`src/rtl/exe3_pkg.sv`:
```
// Shared definitions for the exe3 vote block: default sizing, count type
// and a reference popcount helper.
package exe3_pkg;

    localparam int DEF_WIDTH     = 4;
    localparam int DEF_THRESHOLD = 2;
    localparam int DEF_CNT_W     = $clog2(DEF_WIDTH + 1);

    typedef logic [DEF_CNT_W-1:0] cnt_t;

    // Number of set bits in a default-width word.
    function automatic cnt_t popcount(input logic [DEF_WIDTH-1:0] v);
        cnt_t acc;
        acc = '0;
        for (int i = 0; i < DEF_WIDTH; i++) begin
            acc = acc + cnt_t'(v[i]);
        end
        return acc;
    endfunction

endpackage

```
`src/rtl/exe3_vote_if.sv`:
```
// Status-bus interface for the vote block. The bus has no handshake: the
// master presents a new word every cycle and the slave always samples it;
// out/count are registered copies of the result one cycle later.
interface exe3_vote_if #(
    parameter int WIDTH = exe3_pkg::DEF_WIDTH
);

    logic [WIDTH-1:0]             in;
    logic                         out;
    logic [$clog2(WIDTH+1)-1:0]   count;

    modport master (
        output in,
        input  out,
        input  count
    );

    modport slave (
        input  in,
        output out,
        output count
    );

endinterface

```
`src/rtl/exe3_popcount.sv`:
```
// Purely combinational set-bit counter for a WIDTH-bit word.
module exe3_popcount #(
    parameter int WIDTH = 4
) (
    input  logic [WIDTH-1:0]           word_i,
    output logic [$clog2(WIDTH+1)-1:0] pc_o
);

    localparam int CW = $clog2(WIDTH + 1);

    // Accumulate each input bit; synthesis flattens this into an adder tree.
    always_comb begin
        pc_o = '0;
        for (int i = 0; i < WIDTH; i++) begin
            pc_o = pc_o + CW'(word_i[i]);
        end
    end

endmodule

```
`src/rtl/exe3_vote.sv`:
```
// Registered at-least-THRESHOLD-of-WIDTH vote detector. The popcount of the
// input word is computed combinationally, compared to THRESHOLD, and both
// the count and the flag are registered, giving exactly one cycle latency.
module exe3_vote
    import exe3_pkg::*;
#(
    parameter int WIDTH     = DEF_WIDTH,
    parameter int THRESHOLD = DEF_THRESHOLD
) (
    input  logic          clk,
    input  logic          rst,
    exe3_vote_if.slave    vif
);

    localparam int CW = $clog2(WIDTH + 1);

    logic [CW-1:0] pc;
    logic [CW-1:0] count_d, count_q;
    logic          out_d, out_q;

    exe3_popcount #(.WIDTH(WIDTH)) u_popcount (
        .word_i (vif.in),
        .pc_o   (pc)
    );

    // A zero threshold is always met; handle it structurally so no
    // degenerate unsigned compare against zero is built.
    generate
        if (THRESHOLD == 0) begin : g_thr_zero
            assign out_d = 1'b1;
        end else begin : g_thr_cmp
            localparam logic [CW:0] THR = (CW+1)'(THRESHOLD);
            assign out_d = ({1'b0, pc} >= THR);
        end
    endgenerate

    assign count_d = pc;

    // Output registers: cleared by synchronous reset, otherwise load this
    // cycle's count and vote result.
    always_ff @(posedge clk) begin
        if (rst) begin
            count_q <= '0;
            out_q   <= 1'b0;
        end else begin
            count_q <= count_d;
            out_q   <= out_d;
        end
    end

    assign vif.out   = out_q;
    assign vif.count = count_q;

endmodule

```
`src/flat_wrapper.sv`:
```
// flat-port wrapper written by rule: the top's interface ports become plain ports
module exe3_vote_flat import exe3_pkg::*;
#(
    parameter int WIDTH     = DEF_WIDTH,
    parameter int THRESHOLD = DEF_THRESHOLD
)
  (clk, rst, vif_in, vif_out, vif_count);
  exe3_vote_if #(.WIDTH(WIDTH)) vif_i ();
  input  logic clk;
  input  logic rst;
  input wire logic [$bits(vif_i.in)-1:0] vif_in;
  output wire logic [$bits(vif_i.out)-1:0] vif_out;
  output wire logic [$bits(vif_i.count)-1:0] vif_count;
  assign vif_i.in = vif_in;
  assign vif_out = vif_i.out;
  assign vif_count = vif_i.count;
  exe3_vote #(.WIDTH(WIDTH), .THRESHOLD(THRESHOLD)) u_core (.clk(clk), .rst(rst), .vif(vif_i));
endmodule
```
`config.mk`:
```
export PLATFORM = sky130hd
export DESIGN_NAME = exe3_vote_flat
export DESIGN_NICKNAME = d
export VERILOG_FILES = /design/src/rtl/exe3_pkg.sv /design/src/rtl/exe3_vote_if.sv /design/src/rtl/exe3_popcount.sv /design/src/rtl/exe3_vote.sv /design/src/flat_wrapper.sv
export SDC_FILE = /design/constraint.sdc
export NUM_CORES = 1
export LEC_CHECK = 0
export CORE_AREA = 2 2 39 41
export CTS_CLUSTER_DIAMETER = 30
export CTS_CLUSTER_SIZE = 24
export DETAILED_ROUTE_END_ITERATION = 12
export DIE_AREA = 0 0 41 43
export SYNTH_ARGS = -nofsm -noshare
export SYNTH_HDL_FRONTEND = slang
export SYNTH_SLANG_ARGS = --single-unit
```
`constraint.sdc`:
```
create_clock -name clk -period 2 [get_ports clk]
set_input_delay 0.6 -clock clk [delete_from_list [all_inputs] [get_ports clk]]
set_output_delay 0.6 -clock clk [all_outputs]
set_load 0.02 [all_outputs]
```
==> impl_metrics.env <==
export IMPL_fin_nets=42
export IMPL_via_per_inst=3.35
export IMPL_path_common_cell="inv_1"
export IMPL_clk_pin_slew_ns=0.04
export IMPL_rows=14
export IMPL_start_kind="primary input"
export IMPL_worstMarginPinSlew_ns=0.209
export IMPL_cts_root_buffer="clkbuf_4"
export IMPL_syn_area_per_cell_um2=10.1
export IMPL_seqPwrFrac_pct=37.0
export IMPL_clockBufferDepth=2
export IMPL_ir_worst_vdd_uv=120
export IMPL_synth_area_um2=183
export IMPL_finalWirelength_um=288
export IMPL_drt_iter0_markers=2
export IMPL_hold_viol=0
export IMPL_drv_cap=0
export IMPL_syn_inst=18
export IMPL_p_total_mw=0.243
export IMPL_synth_cell_types=6
export IMPL_globalplace_congestion=0.544
export IMPL_finalMaxSlewViolations=0
export IMPL_critPathBufInv=4
export IMPL_holdPathStages=2
export IMPL_grt_pass1_vias=141
export IMPL_whs_ns=0.976
export IMPL_ant_nets=0
export IMPL_power_switching_mw=0.0574
export IMPL_pwr_share_clk_pct=40.3
export IMPL_antenna_found_initial=0
export IMPL_cts_tree="built"
export IMPL_cts_resized=6
export IMPL_ctsHoldBuffers=0
export IMPL_grt_first_pass_wirelength_um=510
export IMPL_grt_max_degree=5
export IMPL_drc=0
export IMPL_port_buffers=9
export IMPL_setup_ws_ns=0.160
export IMPL_finish_utilization_pct=22.7
export IMPL_dp_hpwl_um=245
export IMPL_drive_gt1_share_pct=20.0
export IMPL_rsz0062_at_grt="no"
export IMPL_critical_path_class="in -> reg"
export IMPL_htreeDepth=1
export IMPL_overflow=0
export IMPL_crit_chain="dlygate4sd2_1 > inv_1 > fa_1 > inv_1 > ha_2 > inv_2 > ha_1 > nor2b_1"
export IMPL_worst_path_max_delay_cell="fa_1"
export IMPL_diodes=0
export IMPL_cpPeakStageDelay_ns=0.41
export IMPL_first_pass_iters=2
export IMPL_dp_slack_ns=-0.388
export IMPL_internal_power_mw=0.185
export IMPL_status="finished clean"
export IMPL_crit_fanout=2
export IMPL_start_util_pct=13.2
export IMPL_fin_crit_ns=1.84
export IMPL_die_x_um=41
export IMPL_num_io_pins=10
export IMPL_wl_per_cell_um=6.26
export IMPL_numCtsBuffers=3
export IMPL_num_vias=154
export IMPL_setup_viol=0
export IMPL_dieArea_um2=1760
export IMPL_core_um2=1380
export IMPL_worstPathArrival_ns=1.96
export IMPL_grtUsageTotal_pct=4.90
export IMPL_p_comb_share_pct=22.8
export IMPL_hold_path_end="u_core.vif.out"
export IMPL_die_height_um=43
export IMPL_yosysSeqAreaShare_pct=43.8
export IMPL_worstHoldStart="rst"
export IMPL_critPathCaptureType="flip-flop"
export IMPL_crit_family="adder cells"
export IMPL_worstSetupPathDepth=8
export IMPL_cts_setup_buffers=0
export IMPL_syn_num_nets=28
export IMPL_ys_warn_count=0
export IMPL_yosys_register_bits=4
export IMPL_min_path_type="in -> reg"
export IMPL_required_ns=2.12
export IMPL_post_route_period_util_pct=92.0
export IMPL_syn_to_final_growth_pct=71.9
export IMPL_power_density_nw_per_um2=773
export IMPL_swShare_pct=23.7
export IMPL_slew_headroom_pct=86.0
export IMPL_cellLeakagePower_nw=0.151
export IMPL_max_freq_mhz=543
export IMPL_cts_sinks=4
[synth_stat cells]
cell type / count / area, um2
nor2_1: 1 / 3.75
dfxtp_1: 4 / 80.1
nor2b_1: 3 / 18.8
inv_1: 6 / 22.5
fa_1: 1 / 20.0
ha_1: 3 / 37.5
[stage by stage]
stage | cell area (um2) | setup TNS [ns] | cells
global route | 314 | 0 | 46
finish | 314 | 0 | 46
CTS | 314 | 0 | 46
global placement | 293 | -0.982 | 43
floorplan | 183 | 0 | 18
detailed placement | 293 | -1.07 | 43
[power by group through the flow]
stage	logic [mW]	registers (mW)	clock network (mW)
final	0.0553	0.0897	0.0977
after global routing	0.0634	0.0905	0.113
after CTS	0.0562	0.0898	0.105
after detailed placement	0.0565	0.0910	0
after global placement	0.0555	0.0908	0
after floorplan	0.0170	0.101	0
[cell families after synthesis]
logic type	Yosys count	synth area share (%)
DFF	4	43.8
buffers and inverters	6	12.3
and+or+nand+nor	4	12.3
adders and majority gates	4	31.5
[placed cells by master, fill, tap and decap left out]
master           instances
clkbuf_4                 3
clkdlybuf4s50_1          6
dfxtp_1                  4
dlygate4sd2_1            3
fa_1                     1
ha_1                     2
ha_2                     1
inv_1                    4
inv_2                    2
nor2_1                   1
nor2b_1                  3
[routing by layer]
layer	part of all wire [%]	track usage [%]
met5	0	0
met1	39	4.14
met4	0	6.00
met2	48	6.56
met3	13	3.14
[registers in the layout (all words and copies together) (netlist names)]
signal            count
u_core.vif.count      3
u_core.vif.out        1
[worst max path at each step]
stage	from	endpoint	slack (ns)
final	vif_in[3]	u_core.vif.count[1]	0.16
after global routing	vif_in[3]	u_core.vif.count[1]	0.1
after CTS	vif_in[0]	u_core.vif.count[1]	0.16
after detailed placement	vif_in[0]	u_core.vif.count[1]	-0.39
after global placement	vif_in[0]	u_core.vif.count[1]	-0.35
after floorplan	vif_in[0]	u_core.vif.count[1]	0.15
[final cells by class]
type	instances	area, um2
inverter	6	22.5
tap	16	20.0
fill	160	1070
clock buffer	3	22.5
multi-input combinational	8	82.6
timing repair buffer	9	86.3
sequential	4	80.1
Note: power is estimated with default switching activity, not from simulation.
